### config.mk
export PLATFORM = sky130hd
export DESIGN_NAME = pia_multi
export DESIGN_NICKNAME = d
export VERILOG_FILES = /design/src/rtl/pia_multi.sv
export SDC_FILE = /design/constraint.sdc
export NUM_CORES = 1
export LEC_CHECK = 0
export BUFFER_PORTS_ARGS = -buffer_cell sky130_fd_sc_hd__buf_2
export CAP_MARGIN = 10
export CORE_UTILIZATION = 55
export CTS_CLUSTER_SIZE = 28
export DETAILED_ROUTE_END_ITERATION = 12
export GPL_ROUTABILITY_DRIVEN = 0
export PLACE_DENSITY = 0.84
export SLEW_MARGIN = 20
export SYNTH_ARGS = -nofsm -noshare
export SYNTH_HDL_FRONTEND = slang
export SYNTH_SLANG_ARGS = --single-unit
### constraint.sdc
create_clock -name enable -period 3.65 [get_ports enable]
set_input_delay 0.73 -clock enable [delete_from_list [all_inputs] [get_ports enable]]
set_output_delay 0.73 -clock enable [all_outputs]
set_load 0.005 [all_outputs]
### src/rtl/pia_multi.sv
// Multi-channel peripheral interface adapter: NPORTS channels of OR/DDR/CR with C1/C2 edge flags and C2 handshake.
// Optional feature macro PIA_C2_PULSE_EN enables the one-cycle C2 pulse mode (CR[5:3] = 3'b101).
module pia_multi #(
    parameter int NPORTS = 2,
    parameter int WIDTH  = 8,
    parameter int RSW    = $clog2(NPORTS) + 1
) (
    input  logic                     enable,
    input  logic                     reset_n,
    input  logic [WIDTH-1:0]         DI,
    output logic [WIDTH-1:0]         DO,
    input  logic [2:0]               CS,
    input  logic [RSW-1:0]           RS,
    input  logic                     rw,
    input  logic [NPORTS*WIDTH-1:0]  PI,
    output logic [NPORTS*WIDTH-1:0]  PO,
    output logic [NPORTS*WIDTH-1:0]  PDIR,
    input  logic [NPORTS-1:0]        C1,
    input  logic [NPORTS-1:0]        C2I,
    output logic [NPORTS-1:0]        C2O,
    output logic [NPORTS-1:0]        irq
);

    logic             sel;
    logic [RSW-1:0]   chan;
    logic [5:0]       cr_wdata;
    logic [WIDTH-1:0] ch_do [NPORTS];
    logic [WIDTH-1:0] do_or;

    assign sel      = (CS == 3'b011);
    assign chan     = RS >> 1;
    assign cr_wdata = 6'(DI);

    genvar gi;
    generate
        for (gi = 0; gi < NPORTS; gi++) begin : g_chan
            logic [WIDTH-1:0] or_reg;
            logic [WIDTH-1:0] ddr_reg;
            logic [5:0]       cr_reg;
            logic             flag1_reg;
            logic             flag2_reg;
            logic             c1_prev_reg;
            logic             c2_prev_reg;
            logic             hs_reg;
            logic             hit;
            logic             data_acc;
            logic             ddr_acc;
            logic             cr_acc;
            logic             data_rd;
            logic             c1_edge;
            logic             c2_edge;
            logic             hs_mode;
            logic             c2o_bit;
            logic [WIDTH-1:0] pin_val;
            logic [WIDTH-1:0] port_val;
            logic [7:0]       cr_full;

            assign hit      = sel && (chan == RSW'(gi));
            assign data_acc = hit && !RS[0] && cr_reg[2];
            assign ddr_acc  = hit && !RS[0] && !cr_reg[2];
            assign cr_acc   = hit && RS[0];
            assign data_rd  = data_acc && rw;

            assign pin_val  = PI[gi*WIDTH +: WIDTH];
            assign port_val = (pin_val & ~ddr_reg) | (or_reg & ddr_reg);
            assign cr_full  = {flag1_reg, flag2_reg, cr_reg};

            assign ch_do[gi] = data_acc ? port_val :
                               ddr_acc  ? ddr_reg  :
                               cr_acc   ? WIDTH'(cr_full) : '0;

            // Edge polarity comes from CR; the history flops are independent of it.
            assign c1_edge = cr_reg[1] ? (C1[gi] & ~c1_prev_reg) : (~C1[gi] & c1_prev_reg);
            assign c2_edge = ~cr_reg[5] &
                             (cr_reg[4] ? (C2I[gi] & ~c2_prev_reg) : (~C2I[gi] & c2_prev_reg));

`ifdef PIA_C2_PULSE_EN
            logic pulse_mode;
            logic pulse_reg;

            assign hs_mode    = (cr_reg[5:3] == 3'b100);
            assign pulse_mode = (cr_reg[5:3] == 3'b101);

            always_ff @(posedge enable or negedge reset_n) begin
                if (!reset_n) begin
                    pulse_reg <= 1'b1;
                end else begin
                    pulse_reg <= ~(data_rd & pulse_mode);
                end
            end
`else
            assign hs_mode = (cr_reg[5:4] == 2'b10);
`endif

            always_comb begin
                c2o_bit = 1'b1;
                if (cr_reg[5] && cr_reg[4]) begin
                    c2o_bit = cr_reg[3];
                end else if (hs_mode) begin
                    c2o_bit = hs_reg;
`ifdef PIA_C2_PULSE_EN
                end else if (pulse_mode) begin
                    c2o_bit = pulse_reg;
`endif
                end
            end

            always_ff @(posedge enable or negedge reset_n) begin
                if (!reset_n) begin
                    or_reg      <= '0;
                    ddr_reg     <= '0;
                    cr_reg      <= '0;
                    flag1_reg   <= 1'b0;
                    flag2_reg   <= 1'b0;
                    c1_prev_reg <= 1'b0;
                    c2_prev_reg <= 1'b0;
                    hs_reg      <= 1'b1;
                end else begin
                    c1_prev_reg <= C1[gi];
                    c2_prev_reg <= C2I[gi];
                    if (data_acc && !rw) or_reg   <= DI;
                    if (ddr_acc && !rw)  ddr_reg  <= DI;
                    if (cr_acc && !rw)   cr_reg   <= cr_wdata;
                    // A new edge wins over a clearing read in the same cycle.
                    flag1_reg <= c1_edge | (flag1_reg & ~data_rd);
                    flag2_reg <= c2_edge | (flag2_reg & ~data_rd);
                    if (c1_edge || !hs_mode) begin
                        hs_reg <= 1'b1;
                    end else if (data_rd) begin
                        hs_reg <= 1'b0;
                    end
                end
            end

            assign PO[gi*WIDTH +: WIDTH]   = or_reg;
            assign PDIR[gi*WIDTH +: WIDTH] = ddr_reg;
            assign C2O[gi] = c2o_bit;
            assign irq[gi] = ~((flag1_reg & cr_reg[0]) | (flag2_reg & cr_reg[3] & ~cr_reg[5]));
        end
    endgenerate

    always_comb begin
        do_or = '0;
        for (int i = 0; i < NPORTS; i++) begin
            do_or = do_or | ch_do[i];
        end
    end

    assign DO = (sel && rw) ? do_or : '0;

endmodule

==> flow_summary.json <==
{
  "clock_path_buffers": 2,
  "ys.flop_type": "dfrtp_1",
  "synth_commonest_cells": "52 x dfrtp_1, 35 x mux2_2, 20 x a21oi_1",
  "wl_per_cell_um": 16.0,
  "clkSinkCount": 54,
  "pre_cts_slack_ns": 0.807,
  "rrSetupSlack_ns": 1.80,
  "netlist_area_um2": 2760,
  "worstPathCellList": "buf_2 -> nor3_1 -> a2111oi_0 -> o21ai_0 -> a21oi_1 -> buf_2",
  "grt_first_pass_wirelength_mm": 9.64,
  "path_max_fanout": 37,
  "timing.final.crit_period_ns": 2.90,
  "cp-start-kind": "input port",
  "ant_nets": 0,
  "drc": 0,
  "crit_required_ns": 2.92,
  "p_per_area_nw_per_um2": 436,
  "synth_seq_area_share_pct": 49.1,
  "port_buffers": 79,
  "synth_seq_cells": 54,
  "die_x_um": 72.8,
  "final_core_util_pct": 67.3,
  "dp_cells": 366,
  "vias_per_cell": 5.67,
  "synthArstFlopShare_pct": 100,
  "reg2reg_to": "g_chan[1].or_reg[2]",
  "dieHeight_um": 72.8,
  "ys_types": 39,
  "initialDrtViolationCount": 128,
  "status": "finished clean",
  "crit_slowest_cell": "buf_2",
  "setup_tns_ns": 0,
  "critPathKind": "input port to primary output",
  "drt_pass1_iterations": 4,
  "synth.yosys.warnings": 0,
  "cts_buffers": 5,
  "r2r_start": "g_chan[1].cr_reg[2]",
  "cp_num_buf_inv": 2,
  "max_clock_freq_ghz": 0.345,
  "hold_ws_ns": 0.439,
  "synth_top_area_share_pct": 47.2,
  "diodes": 0,
  "peakVddDrop_mv": 0.299,
  "relSlewSlack_pct": 56.1,
  "postSynthNetCount": 269,
  "synth_top_area_cell": "dfrtp_1",
  "maxCapViolations": 0,
  "totalWireLength_mm": 5.97,
  "finalWorstSetupSlack_ns": 0.752,
  "grt_max_degree": 38,
  "postCtsSetupRepairBufs": 0,
  "fin_crit_sh_pct": 79.4,
  "nets": 342,
  "root_buffer": "clkbuf_8",
  "start_util_pct": 57.6,
  "crit_path_frequent_cell": "buf_2",
  "antenna_found_initial": 0,
  "layout-drive-gt1-share_pct": 45.6,
  "grt_pass1_vias": 1969,
  "synth_edf_count": 0,
  "drv_slew": 0,
  "vias": 2119,
  "holdCritPathClass": "input port to asynchronous set/reset pin",
  "worst_slew_pin_slew_ns": 0.658,
  "dpl.hpwl_mm": 4.52,
  "row_count": 25,
  "fp.dieArea_um2": 5300,
  "cts_resized": 0,
  "grt_overflow": 0,
  "fin_cells": 374,
  "h-tree-depth": 2,
  "gr-usage-all-layers_pct": 24.6,
  "hold_buffers": 0,
  "synth_area_leaders": "dfrtp_1 47%, mux2_2 14%, mux2_4 4.4%",
  "cp.arrival_ns": 2.17,
  "yosysMostFrequentCell": "dfrtp_1",
  "power_leakage_uw": 0.00152,
  "crit_path_end_kind": "primary output",
  "slowest_delay_ns": 0.49,
  "crit_family": "compound AO/OA/AOI/OAI gates",
  "setup_viol": 0,
  "clk_pin_slew_ns": 0.09,
  "core_um2": 4790,
  "fin_worst_skew_ns": 0.00837,
  "syn-instance-count": 233,
  "cts_tree": "done",
  "ios": 80,
  "syn_to_final_growth_pct": 16.9,
  "worstRegToRegCells": 3,
  "syn-mean-instance-area_um2": 11.8,
  "clock_latency_ns": 0.31,
  "rsz0062_at_grt": "false",
  "hold_violations": 0
}
[kinds of logic (layout without fill, tap and decap cells)]
logic type,count (synthesis),in the layout,synth area share [%]
and+or+nand+nor,36,36,7.58
buffers and inverters,31,105,6.36
AOI/OAI and AO/OA,64,64,16.3
muxes,48,48,20.6
DFF,54,54,49.1
[power by group]
group	total, uW	switching, uW	leakage, uW	internal (uW)
combinational	295	133	0.000791	162
sequential	769	93.1	0.000681	676
clock	341	187	0.0000482	153
total	1400	413	0.00152	991
[cells in the final DEF, fill, tap and decap left out, types with 2 or more instances in the layout]
cell / instances
buf_2: 79
dfrtp_1: 52
mux2_2: 35
a21oi_1: 20
inv_1: 17
a211oi_1: 13
a311oi_1: 12
nand2_1: 10
nor2_1: 9
mux2_4: 8
clkbuf_8: 6
o21ai_0: 5
a32oi_1: 3
nand3b_1: 3
nand2b_1: 3
mux2_1: 3
nand3_1: 2
a21o_1: 2
mux2i_1: 2
a2111o_1: 2
dfstp_2: 2
[layout make-up]
| class | instances | area [um^2] |
|---|---|---|
| clock inverters | 1 | 5.00 |
| well taps | 67 | 83.8 |
| multi-input cells | 148 | 1230 |
| inverters | 17 | 63.8 |
| repair buffers | 80 | 403 |
| clock buffers | 7 | 86.3 |
| fillers | 372 | 1560 |
| flip-flops and latches | 54 | 1350 |
[per-layer routing]
| metal | routed length [um] | track usage [%] | vias up |
|---|---|---|---|
| li1 | - | - | 1012 |
| met1 | 2670 | 34.2 | 1032 |
| met2 | 2820 | 38.5 | 68 |
| met3 | 402 | 5.11 | 7 |
| met4 | 73 | 8.28 | 0 |
| met5 | 0 | 0 | - |
[through the flow]
step                total power, uW  instance area, um^2
floorplan                       949                 2760
global placement               1060                 3130
detailed placement             1080                 3130
CTS                            1410                 3220
global route                   1480                 3220
finish                         1400                 3220
[worst max path at each step]
stage	depth (start not counted)	endpoint	from
6_report	6	DO[6]	RS[0]
5_1_grt	6	DO[6]	RS[0]
4_1_cts	6	DO[6]	RS[0]
3_5_place_dp	6	DO[6]	RS[0]
3_3_place_gp	6	DO[6]	RS[0]
2_1_floorplan	5	DO[6]	RS[0]
Power figures use the tool's default switching activity.
